===== src/rtl/ifetch_prefetch.sv =====
// Instruction fetch stage: a synchronous program ROM feeds a DEPTH-entry prefetch FIFO that presents {instruction, PC} to decode.
// Optional IFETCH_PERF_EN adds the issued-request and redirect-cycle counters.
module ifetch_prefetch #(
    parameter int          ADDR_W   = 14,
    parameter int          DEPTH    = 4,
    parameter logic [31:0] RESET_PC = 32'h0000_0000
) (
    input  logic              clock,
    input  logic              reset,
    input  logic              redirect_valid,
    input  logic [31:0]       redirect_pc,
    output logic              rom_req_o,
    output logic [ADDR_W-1:0] rom_adr_o,
    input  logic [31:0]       rom_data_i,
    output logic              inst_valid,
    output logic [31:0]       inst_o,
    output logic [31:0]       inst_pc_o,
    output logic [31:0]       inst_pc_plus_4_o,
    input  logic              inst_ready
`ifdef IFETCH_PERF_EN
    ,
    output logic [31:0]       perf_fetch_cnt,
    output logic [31:0]       perf_flush_cnt
`endif
);

    localparam int PTR_W = (DEPTH > 1) ? $clog2(DEPTH) : 1;
    localparam int CNT_W = PTR_W + 1;
    localparam logic [CNT_W:0] DEPTH_C = (CNT_W + 1)'(DEPTH);

    logic [31:0]      fetch_pc_reg;
    logic             inflight_reg;
    logic [31:0]      inflight_pc_reg;
    logic [PTR_W-1:0] wr_ptr_reg;
    logic [PTR_W-1:0] rd_ptr_reg;
    logic [CNT_W-1:0] count_reg;
    logic [CNT_W-1:0] count_next;
    logic [31:0]      mem_inst_reg [DEPTH];
    logic [31:0]      mem_pc_reg   [DEPTH];

    logic [CNT_W:0]   occupancy;
    logic             issue;
    logic             do_write;
    logic             do_pop;

    // Credit covers both stored entries and the one response still on its way from the ROM.
    assign occupancy = {1'b0, count_reg} + {{CNT_W{1'b0}}, inflight_reg};
    assign issue     = !reset && !redirect_valid && (occupancy < DEPTH_C);
    assign do_write  = inflight_reg && !redirect_valid;
    assign do_pop    = inst_valid && inst_ready && !redirect_valid;

    assign rom_req_o        = issue;
    assign rom_adr_o        = fetch_pc_reg[ADDR_W+1:2];
    assign inst_valid       = (count_reg != '0);
    assign inst_o           = mem_inst_reg[rd_ptr_reg];
    assign inst_pc_o        = mem_pc_reg[rd_ptr_reg];
    assign inst_pc_plus_4_o = inst_pc_o + 32'd4;

    always_comb begin
        count_next = count_reg;
        case ({do_write, do_pop})
            2'b10:   count_next = count_reg + 1'b1;
            2'b01:   count_next = count_reg - 1'b1;
            default: count_next = count_reg;
        endcase
    end

    always_ff @(posedge clock or posedge reset) begin
        if (reset) begin
            fetch_pc_reg    <= RESET_PC;
            inflight_reg    <= 1'b0;
            inflight_pc_reg <= '0;
            wr_ptr_reg      <= '0;
            rd_ptr_reg      <= '0;
            count_reg       <= '0;
        end else if (redirect_valid) begin
            fetch_pc_reg    <= redirect_pc & ~32'h3;
            inflight_reg    <= 1'b0;
            wr_ptr_reg      <= '0;
            rd_ptr_reg      <= '0;
            count_reg       <= '0;
        end else begin
            inflight_reg <= issue;
            if (issue) begin
                inflight_pc_reg <= fetch_pc_reg;
                fetch_pc_reg    <= fetch_pc_reg + 32'd4;
            end
            if (do_write) wr_ptr_reg <= wr_ptr_reg + 1'b1;
            if (do_pop)   rd_ptr_reg <= rd_ptr_reg + 1'b1;
            count_reg <= count_next;
        end
    end

    // Storage entries are reset so the head reads as zero straight out of reset.
    generate
        for (genvar gi = 0; gi < DEPTH; gi++) begin : g_entry
            always_ff @(posedge clock or posedge reset) begin
                if (reset) begin
                    mem_inst_reg[gi] <= '0;
                    mem_pc_reg[gi]   <= '0;
                end else if (do_write && (wr_ptr_reg == PTR_W'(gi))) begin
                    mem_inst_reg[gi] <= rom_data_i;
                    mem_pc_reg[gi]   <= inflight_pc_reg;
                end
            end
        end
    endgenerate

`ifdef IFETCH_PERF_EN
    always_ff @(posedge clock or posedge reset) begin
        if (reset) begin
            perf_fetch_cnt <= '0;
            perf_flush_cnt <= '0;
        end else begin
            if (issue)          perf_fetch_cnt <= perf_fetch_cnt + 32'd1;
            if (redirect_valid) perf_flush_cnt <= perf_flush_cnt + 32'd1;
        end
    end
`endif

endmodule


===== config.mk =====
export PLATFORM = sky130hd
export DESIGN_NAME = ifetch_prefetch
export DESIGN_NICKNAME = d
export VERILOG_FILES = /design/src/rtl/ifetch_prefetch.sv
export SDC_FILE = /design/constraint.sdc
export NUM_CORES = 1
export LEC_CHECK = 0
export BUFFER_PORTS_ARGS = -buffer_cell sky130_fd_sc_hd__buf_2
export CAP_MARGIN = 40
export CORE_MARGIN = 3
export CORE_UTILIZATION = 39
export CTS_CLUSTER_SIZE = 25
export DETAILED_ROUTE_END_ITERATION = 16
export GPL_TIMING_DRIVEN = 0
export PLACE_DENSITY = 0.64
export SLEW_MARGIN = 15
export SYNTH_ARGS = -nofsm -noshare
export SYNTH_HDL_FRONTEND = slang
export SYNTH_SLANG_ARGS = --single-unit

===== constraint.sdc =====
create_clock -name clock -period 11.2 [get_ports clock]
set_input_delay 1.68 -clock clock [delete_from_list [all_inputs] [get_ports clock]]
set_output_delay 1.68 -clock clock [all_outputs]
set_load 0.005 [all_outputs]

==> out/qor.txt <==
Register area share after synthesis - 53.8%
Hpwl dp - 25000 um
H-tree levels - 2
Die span in x - 200 um
Synth Flop Type - dfrtp_1
# DRC - 0
Mapped Cells - 1090
CP arrival - 3550 ps
Max Cap Viol - 0
Die area - 40100 sq um
Worst setup SP type - input port
Power per cell area - 246 nW/um^2
FFs w/ async S/R, synth - 100%
Drt wl/cell - 19.4 um
Vias in the first global route - 9843
Initial antenna violation count - 3
CTS Sinks - 316
Setup violators final - 0
Synthesis-to-layout area growth - 19.1%
Cell internal pwr - 2960 uW
Most frequent cell after synthesis - dfrtp_1
CTS resizes - 0
Avg Vias per Cell - 5.20
Total number of vias - 9540
Yosys reg bits - 316
Layout Cells excl Fill - 1836
Slowest stage delay, CP - 550 ps
Row cnt - 70
Clk pwr share - 27.5%
Total grt overflow - 0
VDD IR max - 0.148 mV
Dpl cells - 1772
Share of post-route cells with drive strength above 1 - 43.4%
Unrepaired setup endpoints after global routing - no
Post-synth EDFFs - 0
GP Congestion - 0.812
Worst-case clock buffer depth - 3
Status - finished, final reports clean
Synth area leader - dfrtp_1
R2r worst-path depth - 6
CP max FO - 10
ANT nets after route - 0
Slew headroom - 45.4%
Final Max Tran Viols - 0
Worst-margin pin slew - 819 ps
Synth Warn # - 0
Die Ht - 200 um
Mean Syn Cell Area - 13.5 sq um
Part of the cycle the worst path needs - 46.7%
Fin crit period - 5230 ps
Core Region - 36900 sq um
Crit-path slowest cell - clkbuf_1
CTS tree - yes
CP Data Required Time - 9520 ps
CP Class - in2out
IO buf count - 172
Unique masters post-synth - 49
Max FFs per register - 128
Io pins - 180
Pleak - 0.00835 uW
Logic pwr share - 32.7%
Critical-path cell list - clkbuf_1 > nor3_1 > nand2_1 > clkbuf_1 > clkbuf_1 > inv_1 > buf_2
CTS buffer count - 36
Setup Skew - 16.3 ps
Cell Area, Synth - 14700 sq um
Worst-Skew Late Latency - 530 ps
Worst-path clk slew - 50 ps
Most frequent cell on the critical path - clkbuf_1
Initial Util - 39.9%
CTS root buf - clkbuf_16
Final core utilization - 47.5%
Synth top area share - 53.8%
Synth top area cells - dfrtp_1, mux2_2, mux4_2, nand2_1, clkbuf_1
Total GRT Usage - 17.6%
Fmax - 191 MHz
Final hold violations - 0
Final WS setup - 5970 ps
Starting DRC count in detailed routing - 606
Drt first pass iters - 5
Place WS - 5970 ps
Global-route wire length before repair - 56500 um
CTS Hold Bufs - 0
Setup bufs post-CTS - 0
Largest net degree at the start of global routing - 111
Post-synth top cells - dfrtp_1, mux2_2, nand2_1
Switching power as a share of total power - 31.2%
Worst hold path class - reg2reg
Routed WL - 35500 um
Hold path cells - 1
Fin nets - 1381
Switch Pwr - 1340 uW
Sequential Power Share - 39.9%
Crit end category - output port
==> placed cells by master (no fill, tap or decap), types with 8 or more instances in the layout <==
cell / synthesis / final
mux4_2: 58 / 58
clkbuf_16: 0 / 36
mux2_2: 248 / 248
a21oi_1: 9 / 9
clkbuf_8: 0 / 10
xnor2_1: 18 / 18
dfrtp_1: 316 / 316
nand3_1: 24 / 24
nand2_1: 141 / 141
and4_1: 8 / 8
buf_2: 4 / 176
clkbuf_1: 46 / 52
nor4_1: 9 / 9
o21ai_0: 24 / 24
a221o_1: 9 / 9
nor3_1: 8 / 8
buf_4: 22 / 22
xor2_1: 17 / 17
and3_1: 10 / 10
nand4_1: 8 / 8
nor2_1: 29 / 29
inv_1: 11 / 10
==> path summary, 6_finish.rpt <==
check / from / endpoint / slack, ps
max: redirect_valid / rom_req_o / 5970
min: mem_pc_reg[75] / mem_pc_reg[75] / 500
max reg2reg: inflight_reg / mem_pc_reg[74] / 8650
min reg2reg: mem_pc_reg[75] / mem_pc_reg[75] / 500
max in group asynchronous: reset / mem_pc_reg[9] / 8690
min in group asynchronous: reset / mem_inst_reg[56] / 1210
==> critical path: cells and delay by family <==
family                 cells  cell delay, ps
buffers and inverters      5            1490
AND/OR/NAND/NOR            2             380
==> final cells by class <==
type	count	area [sq um]
antenna	1	2.50
buffer	80	422
clock buffer	52	1060
clock inverter	11	146
fill	3306	19400
inverter	11	48.8
multi-input combinational	686	6340
sequential	316	7910
tap	504	631
timing repair buffer	175	943
==> layer usage <==
layer	vias up	routed length (um)	track usage, %
li1	4397	-	-
met1	4895	16200	24.3
met2	184	16800	28.7
met3	58	1660	3.77
met4	6	804	4.30
met5	-	41	0
==> logic make-up (layout without fill, tap and decap cells) <==
group | after synthesis | count (layout) | share of synthesized area, %
AND/OR/NAND/NOR | 265 | 265 | 8.69
multiplexers | 313 | 313 | 28.8
buffers and inverters | 91 | 329 | 3.15
AO/OA/AOI/OAI | 62 | 62 | 2.82
other | 1 | 5 | 0.0255
adder cells (fa/ha/maj) | 7 | 7 | 0.647
XOR/XNOR | 35 | 35 | 2.09
flip-flops | 316 | 316 | 53.8
==> power by group through the flow <==
stage / registers, uW / logic [uW] / clock network [uW]
global placement: 1710 / 1400 / 0
CTS: 1710 / 1430 / 1210
global route: 1760 / 1550 / 1260
detailed placement: 1730 / 1430 / 0
floorplan: 1650 / 962 / 0
finish: 1710 / 1400 / 1180
==> stage by stage <==
stage	TNS, ps	hold WS [ps]	power, uW	area [sq um]
2_1_floorplan	0	463	2610	14700
3_3_place_gp	-851720	480	3110	16200
3_5_place_dp	0	485	3160	16300
4_1_cts	0	498	4360	17500
5_1_grt	0	507	4570	17500
6_report	0	497	4300	17500
No activity file was read; power rests on OpenSTA's default activity.
